`src/rtl/vending_pkg.sv`:
```
// Shared types and default parameters for the coin acceptor.
package vending_pkg;

    // Coin denomination as reported by the sensor head.
    typedef enum logic [1:0] {
        COIN_NONE = 2'b00,
        COIN_FIVE = 2'b01,
        COIN_TEN  = 2'b10,
        COIN_BAD  = 2'b11
    } coin_t;

    // Coin qualification state machine.
    typedef enum logic [1:0] {
        ST_IDLE    = 2'b00,
        ST_QUALIFY = 2'b01,
        ST_RELEASE = 2'b10
    } acc_state_t;

    localparam int DEFAULT_DEBOUNCE_CYCLES = 4;
    localparam int DEFAULT_FIFO_DEPTH      = 4;

    // Only five and ten rupee coins are creditable.
    function automatic logic coin_is_valid(input coin_t c);
        return (c == COIN_FIVE) || (c == COIN_TEN);
    endfunction

endpackage

```
`src/rtl/coin_fifo.sv`:
```
// Synchronous FIFO of qualified coins; supports push and pop in the same cycle.
module coin_fifo
    import vending_pkg::*;
#(
    parameter int DEPTH = DEFAULT_FIFO_DEPTH
) (
    input  logic                     clk,
    input  logic                     rst,
    input  logic                     push,
    input  coin_t                    push_data,
    input  logic                     pop,
    output coin_t                    pop_data,
    output logic                     full,
    output logic                     empty,
    output logic [$clog2(DEPTH):0]   count
);

    localparam int AW = $clog2(DEPTH);
    localparam int CW = AW + 1;

    coin_t           mem_q [DEPTH];
    coin_t           mem_d [DEPTH];
    logic [AW-1:0]   wr_ptr_q, wr_ptr_d;
    logic [AW-1:0]   rd_ptr_q, rd_ptr_d;
    logic [CW-1:0]   count_q, count_d;
    logic            do_push_s;
    logic            do_pop_s;

    assign full     = (count_q == CW'(DEPTH));
    assign empty    = (count_q == {CW{1'b0}});
    assign count    = count_q;
    assign pop_data = mem_q[rd_ptr_q];

    // A push into a full FIFO is only legal when a pop frees a slot this cycle.
    always_comb begin
        do_pop_s  = pop & ~empty;
        do_push_s = push & (~full | do_pop_s);
        mem_d     = mem_q;
        wr_ptr_d  = wr_ptr_q;
        rd_ptr_d  = rd_ptr_q;
        count_d   = count_q;
        if (do_push_s) begin
            mem_d[wr_ptr_q] = push_data;
            wr_ptr_d        = wr_ptr_q + AW'(1);
        end else begin
            wr_ptr_d = wr_ptr_q;
        end
        if (do_pop_s) begin
            rd_ptr_d = rd_ptr_q + AW'(1);
        end else begin
            rd_ptr_d = rd_ptr_q;
        end
        case ({do_push_s, do_pop_s})
            2'b10:   count_d = count_q + CW'(1);
            2'b01:   count_d = count_q - CW'(1);
            default: count_d = count_q;
        endcase
    end

    // Storage, pointers and occupancy registers.
    always_ff @(posedge clk) begin
        if (rst) begin
            for (int i = 0; i < DEPTH; i++) begin
                mem_q[i] <= COIN_NONE;
            end
            wr_ptr_q <= {AW{1'b0}};
            rd_ptr_q <= {AW{1'b0}};
            count_q  <= {CW{1'b0}};
        end else begin
            mem_q    <= mem_d;
            wr_ptr_q <= wr_ptr_d;
            rd_ptr_q <= rd_ptr_d;
            count_q  <= count_d;
        end
    end

endmodule

```
`src/rtl/coin_acceptor.sv`:
```
// Coin acceptor: synchronizes the sensor, debounces and qualifies each coin,
// buffers valid coins and emits one credit pulse per coin when downstream is ready.
module coin_acceptor
    import vending_pkg::*;
#(
    parameter int DEBOUNCE_CYCLES = DEFAULT_DEBOUNCE_CYCLES,
    parameter int FIFO_DEPTH      = DEFAULT_FIFO_DEPTH
) (
    input  logic                          clk,
    input  logic                          rst,
    input  logic                          coin_sense,
    input  logic [1:0]                    coin_type,
    input  logic                          accept_en,
    output logic                          five_rup,
    output logic                          ten_rup,
    output logic                          reject,
    output logic [$clog2(FIFO_DEPTH):0]   coin_count
);

    localparam logic [3:0] DEB = 4'(DEBOUNCE_CYCLES);

    logic        sense_s1_q, sense_s2_q;
    logic [1:0]  type_s1_q, type_s2_q;
    acc_state_t  state_q, state_d;
    logic [3:0]  cnt_q, cnt_d;
    coin_t       held_q, held_d;
    logic        five_q, five_d;
    logic        ten_q, ten_d;
    logic        reject_q, reject_d;
    logic        qualify_s;
    logic        push_s;
    logic        pop_s;
    coin_t       type_sync_s;
    coin_t       head_s;
    logic        full_s;
    logic        empty_s;

    assign type_sync_s = coin_t'(type_s2_q);
    assign five_rup    = five_q;
    assign ten_rup     = ten_q;
    assign reject      = reject_q;

    // Two-flop synchronizer for the asynchronous sensor inputs.
    always_ff @(posedge clk) begin
        if (rst) begin
            sense_s1_q <= 1'b0;
            sense_s2_q <= 1'b0;
            type_s1_q  <= 2'b00;
            type_s2_q  <= 2'b00;
        end else begin
            sense_s1_q <= coin_sense;
            sense_s2_q <= sense_s1_q;
            type_s1_q  <= coin_type;
            type_s2_q  <= type_s1_q;
        end
    end

    // Debounce FSM: qualify on a stable run, then wait for a stable release.
    always_comb begin
        state_d   = state_q;
        cnt_d     = cnt_q;
        held_d    = held_q;
        qualify_s = 1'b0;
        case (state_q)
            ST_IDLE: begin
                if (sense_s2_q) begin
                    state_d = ST_QUALIFY;
                    cnt_d   = 4'd1;
                    held_d  = type_sync_s;
                end else begin
                    cnt_d = 4'd0;
                end
            end
            ST_QUALIFY: begin
                if (!sense_s2_q) begin
                    state_d = ST_IDLE;
                    cnt_d   = 4'd0;
                end else if (type_sync_s != held_q) begin
                    cnt_d  = 4'd1;
                    held_d = type_sync_s;
                end else if ((cnt_q + 4'd1) == DEB) begin
                    qualify_s = 1'b1;
                    state_d   = ST_RELEASE;
                    cnt_d     = 4'd0;
                end else begin
                    cnt_d = cnt_q + 4'd1;
                end
            end
            ST_RELEASE: begin
                if (sense_s2_q) begin
                    cnt_d = 4'd0;
                end else if ((cnt_q + 4'd1) == DEB) begin
                    state_d = ST_IDLE;
                    cnt_d   = 4'd0;
                end else begin
                    cnt_d = cnt_q + 4'd1;
                end
            end
            default: begin
                state_d = ST_IDLE;
                cnt_d   = 4'd0;
            end
        endcase
    end

    // Pop/push decisions and next values of the registered output pulses.
    always_comb begin
        pop_s    = accept_en & ~empty_s;
        push_s   = qualify_s & coin_is_valid(held_q);
        reject_d = qualify_s & (~coin_is_valid(held_q) | (full_s & ~pop_s));
        five_d   = pop_s & (head_s == COIN_FIVE);
        ten_d    = pop_s & (head_s == COIN_TEN);
    end

    // FSM state and output pulse registers.
    always_ff @(posedge clk) begin
        if (rst) begin
            state_q  <= ST_IDLE;
            cnt_q    <= 4'd0;
            held_q   <= COIN_NONE;
            five_q   <= 1'b0;
            ten_q    <= 1'b0;
            reject_q <= 1'b0;
        end else begin
            state_q  <= state_d;
            cnt_q    <= cnt_d;
            held_q   <= held_d;
            five_q   <= five_d;
            ten_q    <= ten_d;
            reject_q <= reject_d;
        end
    end

    coin_fifo #(
        .DEPTH (FIFO_DEPTH)
    ) u_fifo (
        .clk       (clk),
        .rst       (rst),
        .push      (push_s),
        .push_data (held_q),
        .pop       (pop_s),
        .pop_data  (head_s),
        .full      (full_s),
        .empty     (empty_s),
        .count     (coin_count)
    );

endmodule

```
`config.mk`:
```
export PLATFORM = sky130hd
export DESIGN_NAME = coin_acceptor
export DESIGN_NICKNAME = d
export VERILOG_FILES = /design/src/rtl/vending_pkg.sv /design/src/rtl/coin_fifo.sv /design/src/rtl/coin_acceptor.sv
export SDC_FILE = /design/constraint.sdc
export NUM_CORES = 1
export LEC_CHECK = 0
export CAP_MARGIN = 20
export CORE_ASPECT_RATIO = 1.4
export CORE_UTILIZATION = 40
export DETAILED_ROUTE_END_ITERATION = 16
export GPL_ROUTABILITY_DRIVEN = 0
export PLACE_DENSITY_LB_ADDON = 0.1
export SLEW_MARGIN = 20
export SYNTH_ARGS = -nofsm -noshare
export SYNTH_HDL_FRONTEND = slang
export SYNTH_SLANG_ARGS = --single-unit
```
`constraint.sdc`:
```
create_clock -name clk -period 2.9 [get_ports clk]
set_input_delay 0.435 -clock clk [delete_from_list [all_inputs] [get_ports clk]]
set_output_delay 0.435 -clock clk [all_outputs]
set_load 0.03 [all_outputs]
```
==> results by group, run 1 <==
Layout
  • Most frequent cells in the layout: 32 x dfxtp_1, 15 x a21oi_1, 11 x clkdlybuf4s50_1
  • Antenna diodes: 0
  • Fin nets: 185
  • Sequential cell area: 641 um^2
  • Area growth syn-to-layout: 15.6%
  • Layout cells sized above 1: 12.1%
  • Commonest non-fill, non-tap cell in the layout: dfxtp_1
  • Filler cells: 320
  • Multi-input gate area: 767 um^2

STA
  • FMAX: 388 MHz
  • RSZ-0062 raised after global routing: false
  • Final Hold Fails: 0
  • Min Tclk post-route: 2580 ps
  • Max-slew violations: 0
  • Clk_skew: 5.08 ps
  • Count of final setup violators: 0
  • Min setup slack post-route: 322 ps
  • Slew margin rel.: 47.9%
  • Worst Tran Pin Value: 779 ps
  • Final worst-path cycle share: 88.9%
  • Final TNS setup: 0 ps

Logic synthesis
  • Warnings from Yosys: 0
  • Cells after Synth: 157
  • Syn Std Cell Area: 1500 um^2
  • Netlist cell types: 40
  • #FFs+latches synth: 32
  • Net Count, Synth: 170
  • Register area share after synthesis: 42.7%
  • Syn Area/Cell: 9.55 um^2

Critical path
  • Reg-to-reg critical path endpoint: u_fifo.count[2]
  • Worst r2r src: cnt_q[0]
  • Critical Path Fanout Max: 7
  • Startpoint Class: register
  • FF-to-FF setup slack: 320 ps
  • Kind of critical path: register to register
  • Depth of the worst register-to-register path: 8
  • CP Capture Type: register
  • Worst Setup SP: cnt_q[0]
  • Critical Path AT: 2750 ps
  • CP Data Required Time: 3070 ps

Min path
  • Hold Path Class: register to register
  • WHS Path Cells: 1
  • WHS Endpoint: type_s2_q[0]
  • Hold_sp: type_s1_q[0]

Drt
  • DR vias: 1,130
  • Routed Antenna Nets: 0
  • Pre-Repair DR Iteration Count: 4
  • Wire per inst: 13.1 um
  • Vias/cell: 5.31
  • Residual DRC count: 0
  • Initial DRC count: 17
  • Final wirelength: 2.80 mm

Global route
  • Largest net degree at the start of global routing: 24
  • GRT overflow: 0
  • Number of global-route vias before repair: 1,112
  • Global-route wire length before repair: 4.97 mm
  • Initial antenna violation count: 0
  • Gr usage total: 17.3%

Floorplanning
  • Row count: 25
  • Ports: 12
  • Die ar.: 4000 um^2
  • Die Wd: 53.7 um
  • Initial Utilization: 43.2%
  • Core Area: 3470 um^2
  • Die Span Y: 74.4 um

Clocking
  • CTS Sinks: 32
  • CTS Root Cell: clkbuf_8
  • H-tree Lvls: 2
  • CTS tree: built
  • CTS buffer count: 5
  • Clk Latency, worst-skew pair: 280 ps
  • Clock tree buffer depth: 2
  • CTS Hold Bufs: 0
  • Post_cts resized: 0
  • Postcts setup bufs: 0
  • CTS clock-pin slew for the worst setup and hold paths: 60 ps

Pwr
  • Final Total Pwr: 0.00104 W
  • P_sw: 0.000283 W
  • Worst IR Drop VDD: 0.400 mV
  • Int Pwr: 0.000757 W
  • Sequential share of power: 48.2%
  • Static leakage: 0.643 nW
  • Part of the power in combinational logic: 18.5%
  • Pwr/cell area: 600 nW/um^2
  • Sw Share: 27.2%
  • Clk pwr share: 33.3%

Flow run
  • # Max-Cap Violations: 0

Placement
  • Post-DP HPWL: 2.02 mm
  • Pre-CTS setup slack: 336 ps
  • PortBufs: 11

Status
  • Outcome: finished clean
## per-stage QoR
step | area, um^2 | cells | hold slack [ps] | util (%)
2_1_floorplan | 1500 | 157 | 414 | -
3_3_place_gp | 1640 | 205 | 423 | 47.3
3_5_place_dp | 1640 | 205 | 425 | 47.3
4_1_cts | 1730 | 213 | 440 | 49.9
5_1_grt | 1730 | 213 | 470 | 49.9
6_report | 1730 | 213 | 435 | 49.9
## synth_stat cells, drive strengths merged
| cell type | number | area share, % |
|---|---|---|
| a21bo | 1 | 0.67 |
| a21oi | 15 | 5.0 |
| a2bb2oi | 2 | 1.2 |
| a31oi | 1 | 0.42 |
| and2 | 1 | 0.42 |
| and3 | 1 | 0.42 |
| and3b | 1 | 0.58 |
| buf | 4 | 2.6 |
| clkbuf | 4 | 1.0 |
| dfxtp | 32 | 43 |
| fa | 1 | 1.3 |
| ha | 6 | 5.0 |
| inv | 10 | 2.5 |
| mux2 | 2 | 1.8 |
| mux2i | 1 | 0.67 |
| mux4 | 2 | 3.0 |
| nand2 | 10 | 2.5 |
| nand2b | 3 | 1.3 |
| nand3 | 10 | 3.7 |
| nand3b | 1 | 0.50 |
| nor2 | 10 | 2.5 |
| nor2b | 9 | 3.8 |
| nor3 | 2 | 0.67 |
| nor3b | 1 | 0.50 |
| nor4 | 1 | 0.42 |
| nor4b | 3 | 1.8 |
| nor4bb | 1 | 0.67 |
| o21ai | 9 | 3.0 |
| o22a | 1 | 0.58 |
| o31ai | 1 | 0.50 |
| o41a | 1 | 0.83 |
| or2 | 1 | 0.42 |
| or4 | 1 | 0.75 |
| xnor2 | 4 | 4.1 |
| xor2 | 4 | 2.3 |
## area by class of cell
type / instances / share of cell area (%)
sequential: 32 / 37.0
inverter: 10 / 2.17
multi-input combinational: 107 / 44.3
clock buffer: 8 / 5.20
timing repair buffer: 16 / 8.52
tap: 40 / 2.89
## kinds of logic (layout without fill, tap and decap cells)
logic type      Yosys count  after routing  synth area share (%)
buf+inv                  18             34                  6.09
compound gates           31             31                  12.2
fa+ha+maj                 7              7                  6.34
xor+xnor                  8              8                  6.43
flops                    32             32                  42.7
simple gates             56             56                  20.8
mux                       5              5                  5.43
## per-layer routing
layer	GRT usage, %	up-vias	wire length [um]
li1	-	565	-
met1	20.1	535	1280
met2	28.4	21	1360
met3	4.50	9	95
met4	8.77	0	68
met5	0	-	0
## critical path, stage by stage, from the launching register on
cell and delay (ps):
dfxtp_1 440, ha_1 210, nor4bb_1 310, a31oi_1 110, o41a_2 430, fa_1 390
nand2_1 70, a2bb2oi_1 200, mux2_4 310
## worst max-delay path by stage
stage	endpoint	slack, ps	cells past startpoint
2_1_floorplan	u_fifo.count[2]	470	8
3_3_place_gp	u_fifo.count[2]	430	8
3_5_place_dp	u_fifo.count[2]	340	8
4_1_cts	u_fifo.count[2]	330	8
5_1_grt	u_fifo.count[2]	150	8
6_report	u_fifo.count[2]	320	8
## power groups by stage
stage	logic (W)	clock network, W	registers [W]
floorplan	0.000113	0	0.000532
global placement	0.000192	0	0.000512
detailed placement	0.000193	0	0.000511
CTS	0.000194	0.000362	0.000503
global route	0.000211	0.000379	0.000509
finish	0.000192	0.000346	0.000501
## flip-flops by register name, indices dropped and copies added, names as in the netlist
name             cells
cnt_q                4
reject               1
type_s2_q            2
ten_rup              1
sense_s1_q           1
five_rup             1
sense_s2_q           1
u_fifo.wr_ptr_q      2
u_fifo.rd_ptr_q      2
u_fifo.count         3
type_s1_q            2
u_fifo.mem_q         8
state_q              2
held_q               2
(Power assumes the default switching activity.)
==> run 2, diff against run 1 <==
CAP_MARGIN = 15   (was 20)
SYNTH_HIERARCHICAL = 1   (was not set)
==> run 2 against run 1 <==
Effect of this change: clock skew is 1.9 ps higher; clock-buffer cell count is 3 lower; first-iteration DRC count is 82% higher; flip-flop and latch count stayed put; largest power group unchanged.
==> results by group, run 2 <==
Floorplanning
  • Ports: 12 (unchanged)
  • Row count: 26 (was 25)
  • Die Wd: 54.7 um (was 53.7 um)
  • Die ar.: 4140 um^2 (was 4000 um^2)
  • Core Area: 3680 um^2 (was 3470 um^2)
  • Initial Utilization: 42.2% (was 43.2%)
  • Die Span Y: 75.7 um (was 74.4 um)

Critical path
  • Kind of critical path: register to register (unchanged)
  • CP Capture Type: register (unchanged)
  • CP Data Required Time: 3110 ps (was 3070 ps)
  • Critical Path AT: 2990 ps (was 2750 ps)
  • Critical Path Fanout Max: 6 (was 7)
  • Startpoint Class: register (unchanged)

Global route
  • GRT overflow: 0 (unchanged)
  • Global-route wire length before repair: 4.60 mm (was 4.97 mm)
  • Gr usage total: 16.2% (was 17.3%)
  • Initial antenna violation count: 0 (unchanged)
  • Number of global-route vias before repair: 1,090 (was 1,112)
  • Largest net degree at the start of global routing: 30 (was 24)

STA
  • Clk_skew: 6.94 ps (was 5.08 ps)
  • Max-slew violations: 0 (unchanged)
  • Worst Tran Pin Value: 372 ps (was 779 ps)
  • Final Hold Fails: 0 (unchanged)
  • Final worst-path cycle share: 95.7% (was 88.9%)
  • Slew margin rel.: 75.1% (was 47.9%)
  • Count of final setup violators: 0 (unchanged)
  • FMAX: 360 MHz (was 388 MHz)
  • Min Tclk post-route: 2770 ps (was 2580 ps)
  • RSZ-0062 raised after global routing: false (unchanged)

Drt
  • DR vias: 1,084 (was 1,130)
  • Final wirelength: 2.81 mm (was 2.80 mm)
  • Routed Antenna Nets: 0 (unchanged)
  • Wire per inst: 13.1 um (about the same)
  • Residual DRC count: 0 (unchanged)
  • Initial DRC count: 31 (was 17)
  • Vias/cell: 5.04 (was 5.31)
  • Pre-Repair DR Iteration Count: 4 (unchanged)

Clocking
  • CTS Hold Bufs: 0 (unchanged)
  • H-tree Lvls: 2 (unchanged)
  • CTS buffer count: 5 (unchanged)
  • CTS tree: built (unchanged)
  • CTS Sinks: 32 (unchanged)
  • Clk Latency, worst-skew pair: 290 ps (was 280 ps)
  • CTS Root Cell: clkbuf_8 (unchanged)
  • CTS clock-pin slew for the worst setup and hold paths: 70 ps (was 60 ps)
  • Postcts setup bufs: 0 (unchanged)
  • Clock tree buffer depth: 2 (unchanged)

Min path
  • Hold Path Class: register to register (unchanged)

Logic synthesis
  • Most common cell in the netlist: dfxtp_1 (unchanged)
  • Syn Area/Cell: 10.4 um^2 (was 9.55 um^2)
  • Top FF cell, synth: dfxtp_1 (unchanged)
  • Post-synth top cells: 32 x dfxtp_1, 13 x nand2b_1, 10 x mux2i_1 (was 32 x dfxtp_1, 15 x a21oi_1, 10 x inv_1, 10 x nand2_1, 10 x nor2_1)
  • Warnings from Yosys: 6 (was 0)
  • Top-area cell type share of the netlist area: 41.3% (was 42.7%)
  • Syn Std Cell Area: 1550 um^2 (was 1500 um^2)
  • Netlist cell types: 42 (was 40)
  • Register area share after synthesis: 41.3% (was 42.7%)
  • Async S/R FF share, synth: 0% (unchanged)
  • EDFF count, synth: 0 (unchanged)
  • #FFs+latches synth: 32 (unchanged)
  • Synth area leader: dfxtp_1 (unchanged)
  • Net Count, Synth: 164 (was 170)
  • Synth area leaders: dfxtp_1 41%, mux2i_1 6.4%, ha_1 5.6%, nand2b_1 5.2%, mux4_2 2.9% (was dfxtp_1 43%, a21oi_1 5.0%, ha_1 5.0%, nor2b_1 3.8%, nand3_1 3.0%)
  • Cells after Synth: 150 (was 157)

Pwr
  • Int Pwr: 0.000715 W (was 0.000757 W)
  • Pwr/cell area: 470 nW/um^2 (was 600 nW/um^2)
  • Clk pwr share: 46.9% (was 33.3%)
  • Sw Share: 20.4% (was 27.2%)
  • Sequential share of power: 50.0% (was 48.2%)
  • Worst IR Drop VDD: 0.389 mV (was 0.400 mV)
  • P_sw: 0.000183 W (was 0.000283 W)
  • Final Total Pwr: 0.000898 W (was 0.00104 W)
  • Part of the power in combinational logic: 3.2% (was 18.5%)
  • Static leakage: 0.739 nW (was 0.643 nW)

Flow run
  • # Max-Cap Violations: 0 (unchanged)

Layout
  • Layout cells sized above 1: 23.1% (was 12.1%)
  • Antenna diodes: 0 (unchanged)
  • Area growth syn-to-layout: 23.2% (was 15.6%)
  • Most frequent cells in the layout: 28 x dfxtp_1, 13 x nand2b_1, 11 x clkdlybuf4s50_1, 10 x mux2i_1, 9 x inv_1 (was 32 x dfxtp_1, 15 x a21oi_1, 11 x clkdlybuf4s50_1)
  • Fin nets: 186 (was 185)
  • Max reg flops: 8 (unchanged)
  • Commonest non-fill, non-tap cell in the layout: dfxtp_1 (unchanged)
  • Filler cells: 352 (was 320)
  • Finished Core Util: 52.0% (was 49.9%)
  • Largest reg by FF count: u_fifo/mem_q (was u_fifo.mem_q)

Placement
  • PortBufs: 11 (unchanged)
  • Post-DP HPWL: 2.11 mm (was 2.02 mm)

Status
  • Outcome: finished clean (unchanged)
-- run 2: cell count changes after synthesis, sizes merged, moves of 3 or more --
cell | before | now
nand3 | 10 | 6
o21ai | 9 | 4
buf | 4 | 1
mux2i | 1 | 10
nand2 | 10 | 2
a21oi | 15 | 6
nand2b | 3 | 14
-- run 2: critical path, stage by stage, from the launching register on --
cell	delay (ps)
dfxtp_2	360
nor3_4	210
nand2b_1	140
inv_1	50
or4b_1	490
and2_4	180
inv_1	50
ha_2	170
inv_1	50
fa_1	380
xor2_1	160
or3_1	320
a21oi_1	140
-- run 2: kinds of logic after synthesis --
kind of cell	Yosys count	synth area share (%)
flip-flops	32	41.3
multiplexers	12	9.35
AND/OR/NAND/NOR	57	24.4
buffers and inverters	13	3.22
adder cells (fa/ha/maj)	8	6.93
XOR/XNOR	8	4.51
AO/OA/AOI/OAI	20	10.3
-- run 2: final cells by class --
type | count | area [um^2] | share of cell area (%)
inverters | 9 | 33.8 | 1.77
well taps | 42 | 52.6 | 2.75
clock inverters | 3 | 42.5 | 2.22
multi-input cells | 105 | 900 | 47.0
flip-flops and latches | 32 | 646 | 33.7
repair buffers | 19 | 170 | 8.89
clock buffers | 5 | 68.8 | 3.60
-- run 2: stage by stage --
step                instances  TNS, ps  instance area, um^2  hold WS, ps  setup WS, ps
global route              215        0                 1910          471          15.5
CTS                       215        0                 1880          458          19.0
detailed placement        207    -93.3                 1770          435         -93.3
global placement          207    -10.2                 1770          432         -10.2
finish                    215        0                 1910          447           125
floorplan                 150        0                 1570          414          27.0
-- run 2: worst paths after layout --
path | startpoint | end | slack [ps] | cells after the start
setup / recovery | u_fifo/count[1] | u_fifo/count[2] | 130 | 12
hold / removal | sense_s1_q | sense_s2_q | 450 | 1
setup reg to reg | u_fifo/count[1] | u_fifo/count[2] | 130 | 12
hold reg to reg | sense_s1_q | sense_s2_q | 450 | 1
-- run 2: repair_timing --
action | in CTS | in global routing
pin swaps | 1 | 1
endpoints found under the setup margin | 1 | 2
resized for setup | 0 | 7
-- run 2: per-layer routing --
layer / GRT usage (%) / up-vias / wire length [um]
met3: 5.99 / 6 / 78
li1: - / 562 / -
met4: 8.55 / 0 / 53
met1: 15.9 / 505 / 1220
met2: 28.5 / 11 / 1460
met5: 0 / - / 0
-- run 2: power by group through the flow --
stage	sequential, W	combinational, W	clock (W)
6_report	0.000449	0.0000285	0.000421
5_1_grt	0.000449	0.0000313	0.000455
3_5_place_dp	0.000459	0.0000286	0
2_1_floorplan	0.000458	0.0000178	0
4_1_cts	0.000449	0.0000287	0.000436
3_3_place_gp	0.000459	0.0000282	0
==> patch 1 (flow settings as in run 2) <==
Register the output `coin_count`; this adds one clock of latency there. The other outputs are not delayed to match.
--- a/src/rtl/coin_acceptor.sv
+++ b/src/rtl/coin_acceptor.sv
@@ -19,4 +19,6 @@
 
     localparam logic [3:0] DEB = 4'(DEBOUNCE_CYCLES);
+
+    logic [$clog2(FIFO_DEPTH):0] coin_count_d;
 
     logic        sense_s1_q, sense_s2_q;
@@ -143,6 +145,10 @@
         .full      (full_s),
         .empty     (empty_s),
-        .count     (coin_count)
+        .count     (coin_count_d)
     );
+
+    always_ff @(posedge clk) begin
+        coin_count <= coin_count_d;
+    end
 
 endmodule
Function: changed (Yosys sat finds a counterexample within 10 cycles, from zero or initial values and one cycle with rst high).
==> patch 1 against run 2 <==
Fmax up 0.43%; non-clock buffer count increased by 7; wire length rose by 9.0%; final cell count grew 6.0%; utilization up 2.4 points; hold slack got worse by 1.0 ps; worst setup slack improved by 12 ps; highest routed layer unchanged; combinational power shrank 2%; sequential cell count up 3; power shrank 4.1%; synthesized area increased by 2.5%; design area grew 6.5%; largest cell class unchanged; sequential power is 8.7% higher.
==> patch 1: results (changes against run 2) <==
Drt drc = 0 (unchanged)
Net count after synthesis = 171 (was 164)
# diodes = 0 (unchanged)
Syn. warnings = 6 (unchanged)
CP max stage cell = or4b_4 (was or4b_1)
Vias in the first global route = 1,208 (was 1,090)
Iteration-0 DRC Markers = 54 (was 31)
Pre-Repair DR Iteration Count = 5 (was 4)
Reg-to-reg startpoint = u_fifo/count[0] (was u_fifo/count[1])
Final HPWL DP = 2300 um (was 2110 um)
Critical setup path kind = register to register (unchanged)
RR Endpoint = u_fifo/count[2] (unchanged)
Initial antenna violation count = 0 (unchanged)
CTS clk-pin slew, worst paths = 70 ps (about the same)
Clock buffer depth = 2 (unchanged)
Synth Area in Compound Gates = 10.7% (was 10.3%)
Synth area leaders = dfxtp_1 44%, nand2b_1 6.3%, ha_1 5.5%, mux2i_1 5.0%, nor2b_1 3.1% (was dfxtp_1 41%, mux2i_1 6.4%, ha_1 5.6%, nand2b_1 5.2%, mux4_2 2.9%)
Synth unique cells = 42 (unchanged)
Biggest regs = u_fifo/mem_q: 8 flops, cnt_q: 4 flops
IO buf count = 11 (unchanged)
Synth cell count leaders = 35 x dfxtp_1, 16 x nand2b_1, 10 x nor2_1, 9 x a21oi_1, 9 x inv_1 (was 32 x dfxtp_1, 13 x nand2b_1, 10 x mux2i_1, 9 x inv_1, 8 x nor2_1)
Setup slack, reg-to-reg = 140 ps
Number of buffers created by CTS = 5 (unchanged)
Minimum clock period = 2760 ps (was 2770 ps)
Root buffer cell = clkbuf_8 (unchanged)
CP peak stage delay = 480 ps
Drt total wl = 3060 um (was 2810 um)
Status = complete, no violations (unchanged)
Worst hold-check path type = register to register (unchanged)
Post-synthesis adder-cell area fraction = 6.76% (was 6.93%)
Crit path max-delay family = simple AND/OR/NAND/NOR gates (unchanged)
Net Switching = 175 uW (was 183 uW)
XOR/XNOR share of the synthesized area = 4.40% (was 4.51%)
Final nets = 200 (was 186)
Worst-Skew Late Latency = 280 ps
Worst VDD drop = 0.338 mV (was 0.389 mV)
Final Skew = 4.64 ps (was 6.94 ps)
Share of cells above drive strength 1 = 24.7% (was 23.1%)
GRT Overall Usage = 16.3% (was 16.2%)
Async S/R FF share, synth = 0% (unchanged)
Slew HR = 76.0% (was 75.1%)
Proportion of synthesized area in mux cells = 7.86% (was 9.35%)
Pin count of the biggest net entering global routing = 32 (was 30)
Placement Setup Slack = -96.9 ps (was -93.3 ps)
First-pass GRT wire length = 5410 um (was 4600 um)
Register area share after synthesis = 44.0% (was 41.3%)
Fill cells = 358 (was 352)
Leakage = 0.802 nW (was 0.739 nW)
Crit path DAT = 2990 ps (about the same)
Max H-tree Level = 2 (unchanged)
FF-to-FF path depth = 12 (unchanged)
Vias/cell = 5.16 (was 5.04)
Critical-path maximum fanout = 3 (was 6)
-- patch 1: metal layers --
layer / global-route usage, % / routed length [um] / vias to the layer above
met2: 28.2 / 1700 / 15
met4: 8.00 / 61 / 0
met1: 18.2 / 1220 / 564
met5: 0 / 0 / -
met3: 4.07 / 84 / 5
li1: - / - / 592
-- patch 1: layout make-up --
class | count | area, sq um | area share [%]
Sequential cell | 35 | 702 | 34.5
Multi-Input combinational cell | 109 | 938 | 46.1
Timing Repair Buffer | 26 | 223 | 10.9
Clock inverter | 1 | 5.00 | 0.246
Clock buffer | 6 | 82.6 | 4.05
Inverter | 9 | 33.8 | 1.66
Tap cell | 42 | 52.6 | 2.58
-- patch 1: how the worst min path moves through the flow --
stage | start | to | slack (ps) | cells after the start
6_report | sense_s1_q | sense_s2_q | 450 | 1
3_3_place_gp | type_s1_q[0] | type_s2_q[0] | 420 | 1
3_5_place_dp | sense_s1_q | sense_s2_q | 430 | 1
5_1_grt | type_s1_q[1] | type_s2_q[1] | 460 | 1
4_1_cts | type_s1_q[0] | type_s2_q[0] | 450 | 1
2_1_floorplan | u_fifo/count[1] | coin_count[1] | 380 | 0
-- patch 1: timing repair --
item	CTS	global route
setup buffers	0	2
setup endpoints to repair	1	2
gates resized for setup	1	18
hold buffers	0	0
pin swaps	0	6
-- patch 1: power groups by stage --
stage | Clock, mW | Sequential [mW] | Combinational [mW]
3_5_place_dp | 0 | 0.499 | 0.0270
5_1_grt | 0.376 | 0.489 | 0.0307
2_1_floorplan | 0 | 0.499 | 0.0154
3_3_place_gp | 0 | 0.499 | 0.0264
6_report | 0.345 | 0.488 | 0.0279
4_1_cts | 0.357 | 0.488 | 0.0270
-- patch 1: worst reg2reg max path: cells and delay by family (launching register included) --
kind | cells | cell delay, ps
AND/OR/NAND/NOR | 5 | 1430
adder cells (fa/ha/maj) | 2 | 500
flip-flops | 1 | 330
buffers and inverters | 3 | 180
XOR/XNOR | 1 | 160
AO/OA/AOI/OAI | 1 | 110
-- patch 1: cells by family (layout without fill, tap and decap cells) --
logic type,after synthesis,in the layout
flops,35,35
simple gates,61,61
xor+xnor,8,8
buf+inv,13,42
compound gates,22,22
fa+ha+maj,8,8
mux,10,10
-- patch 1: per-stage QoR --
step / setup TNS [ps] / cell area (sq um) / hold slack (ps) / power, mW / instances
CTS: 0 / 1930 / 453 / 0.872 / 226
detailed placement: -96.9 / 1840 / 432 / 0.526 / 219
global route: 0 / 2040 / 463 / 0.895 / 228
floorplan: 0 / 1600 / 384 / 0.514 / 157
finish: 0 / 2040 / 445 / 0.862 / 228
global placement: 0 / 1840 / 418 / 0.525 / 219
==> patch 2 (settings of run 2) <==
Made on the original files. Change the package constant `DEFAULT_FIFO_DEPTH` from 4 to 2.
--- a/src/rtl/vending_pkg.sv
+++ b/src/rtl/vending_pkg.sv
@@ -18,5 +18,5 @@
 
     localparam int DEFAULT_DEBOUNCE_CYCLES = 4;
-    localparam int DEFAULT_FIFO_DEPTH      = 4;
+    localparam int DEFAULT_FIFO_DEPTH      = 2;
 
     // Only five and ten rupee coins are creditable.
Ports: changed (resized coin_count); port bits go from 12 to 11. No check against the original RTL was run, so the function may have changed too.
==> patch 2 against run 2 <==
Global-route usage down 0.72 points; worst setup slack improved by 200 ps; via count decreased by 26%; critical path depth fell by 3; non-clock buffer count shrank 8; clock skew is 4.1 ps lower; synthesized cell count fell by 26%; sequential cell count shrank 7; fmax rose by 7.8%; wire length decreased by 30%; synthesized area shrank 25%; power down 41%; design area down 30%.
==> patch 2: results (changes against run 2) <==
Final-layout clock buffer total = 4 (was 5)
CP max stage cell = dfxtp_1 (was or4b_1)
Reg-to-reg startpoint = cnt_q[0] (was u_fifo/count[1])
Setup slack, reg-to-reg = 330 ps (was 130 ps)
Vias/cell = 5.05 (was 5.04)
Register area share after synthesis = 43.0% (was 41.3%)
Drt total wl = 1950 um (was 2810 um)
Root buffer cell = clkbuf_4 (was clkbuf_8)
Max H-tree Level = 1 (was 2)
Vias in the first global route = 778 (was 1,090)
Nonclk inv count = 3 (was 9)
Bufs w/o clock = 11 (was 19)
Hold endpoint = type_s2_q[0] (was sense_s2_q)
Crit path to = u_fifo/count[1] (was u_fifo/count[2])
CTS clk-pin slew, worst paths = 120 ps (was 70 ps)
Status = complete, no violations (unchanged)
Multi-input combinational area share = 48.1% (was 47.0%)
Net count after synthesis = 120 (was 164)
Met1 wire length = 882 um (was 1220 um)
Met1 Usage GRT = 17.9% (was 15.9%)
Synth area leaders = dfxtp_1 43%, mux2i_1 5.2%, nand2b_1 4.3%, nor2b_1 3.8%, xnor2_1 3.8% (was dfxtp_1 41%, mux2i_1 6.4%, ha_1 5.6%, nand2b_1 5.2%, mux4_2 2.9%)
First-pass GRT wire length = 3370 um (was 4600 um)
Worst-Skew Late Latency = 310 ps (was 290 ps)
Seq area share = 37.6% (was 33.7%)
Worst VDD drop = 0.229 mV (was 0.389 mV)
Final nets = 133 (was 186)
Final Skew = 2.80 ps (was 6.94 ps)
Met2 GRT Util = 24.8% (was 28.5%)
Post-synthesis adder-cell area fraction = 3.22% (was 6.93%)
XOR/XNOR share of the synthesized area = 6.02% (was 4.51%)
Non-clk buf share = 8.08% (was 8.89%)
Crit path DAT = 2830 ps (was 2990 ps)
Syn Area/Cell = 10.5 sq um (was 10.4 sq um)
Worst Min Path Start = type_s1_q[0] (was sense_s1_q)
Synth top area share = 43.0% (was 41.3%)
Leakage = 0.469 nW (was 0.739 nW)
Final HPWL DP = 1460 um (was 2110 um)
Iteration-0 DRC Markers = 7 (was 31)
Via Count = 803 (was 1,084)
Multi-input gates = 80 (was 105)
==> patch 2: cell types whose count changed after synthesis, moves of 2 or more <==
cell      delta
clkbuf_1     -2
dfxtp_1      -7
ha_1         -4
inv_1        -6
mux2_2       +2
mux2i_1      -4
mux4_2       -2
nand2b_1     -5
nand3_1      -4
nor2_1       -2
xnor2_1      +2
xor2_1       -2
==> patch 2: report_power, final <==
group / internal, mW / switching [mW]
sequential: 0.349 / 0.00374
clock: 0.0538 / 0.0953
combinational: 0.0151 / 0.0102
==> patch 2: stage by stage <==
stage	hold WS [ps]	util, %	cell area (sq um)	worst slack (ps)
5_1_grt	463	49.4	1330	115
4_1_cts	456	49.1	1330	200
6_report	451	49.4	1330	326
3_3_place_gp	418	48.1	1300	328
3_5_place_dp	425	48.1	1300	223
2_1_floorplan	414	-	1160	466
==> patch 2: repair_timing <==
item / CTS / global route
buffers inserted: 0 / 0
gates resized for setup: 0 / 1
setup endpoints to repair: 0 / 1
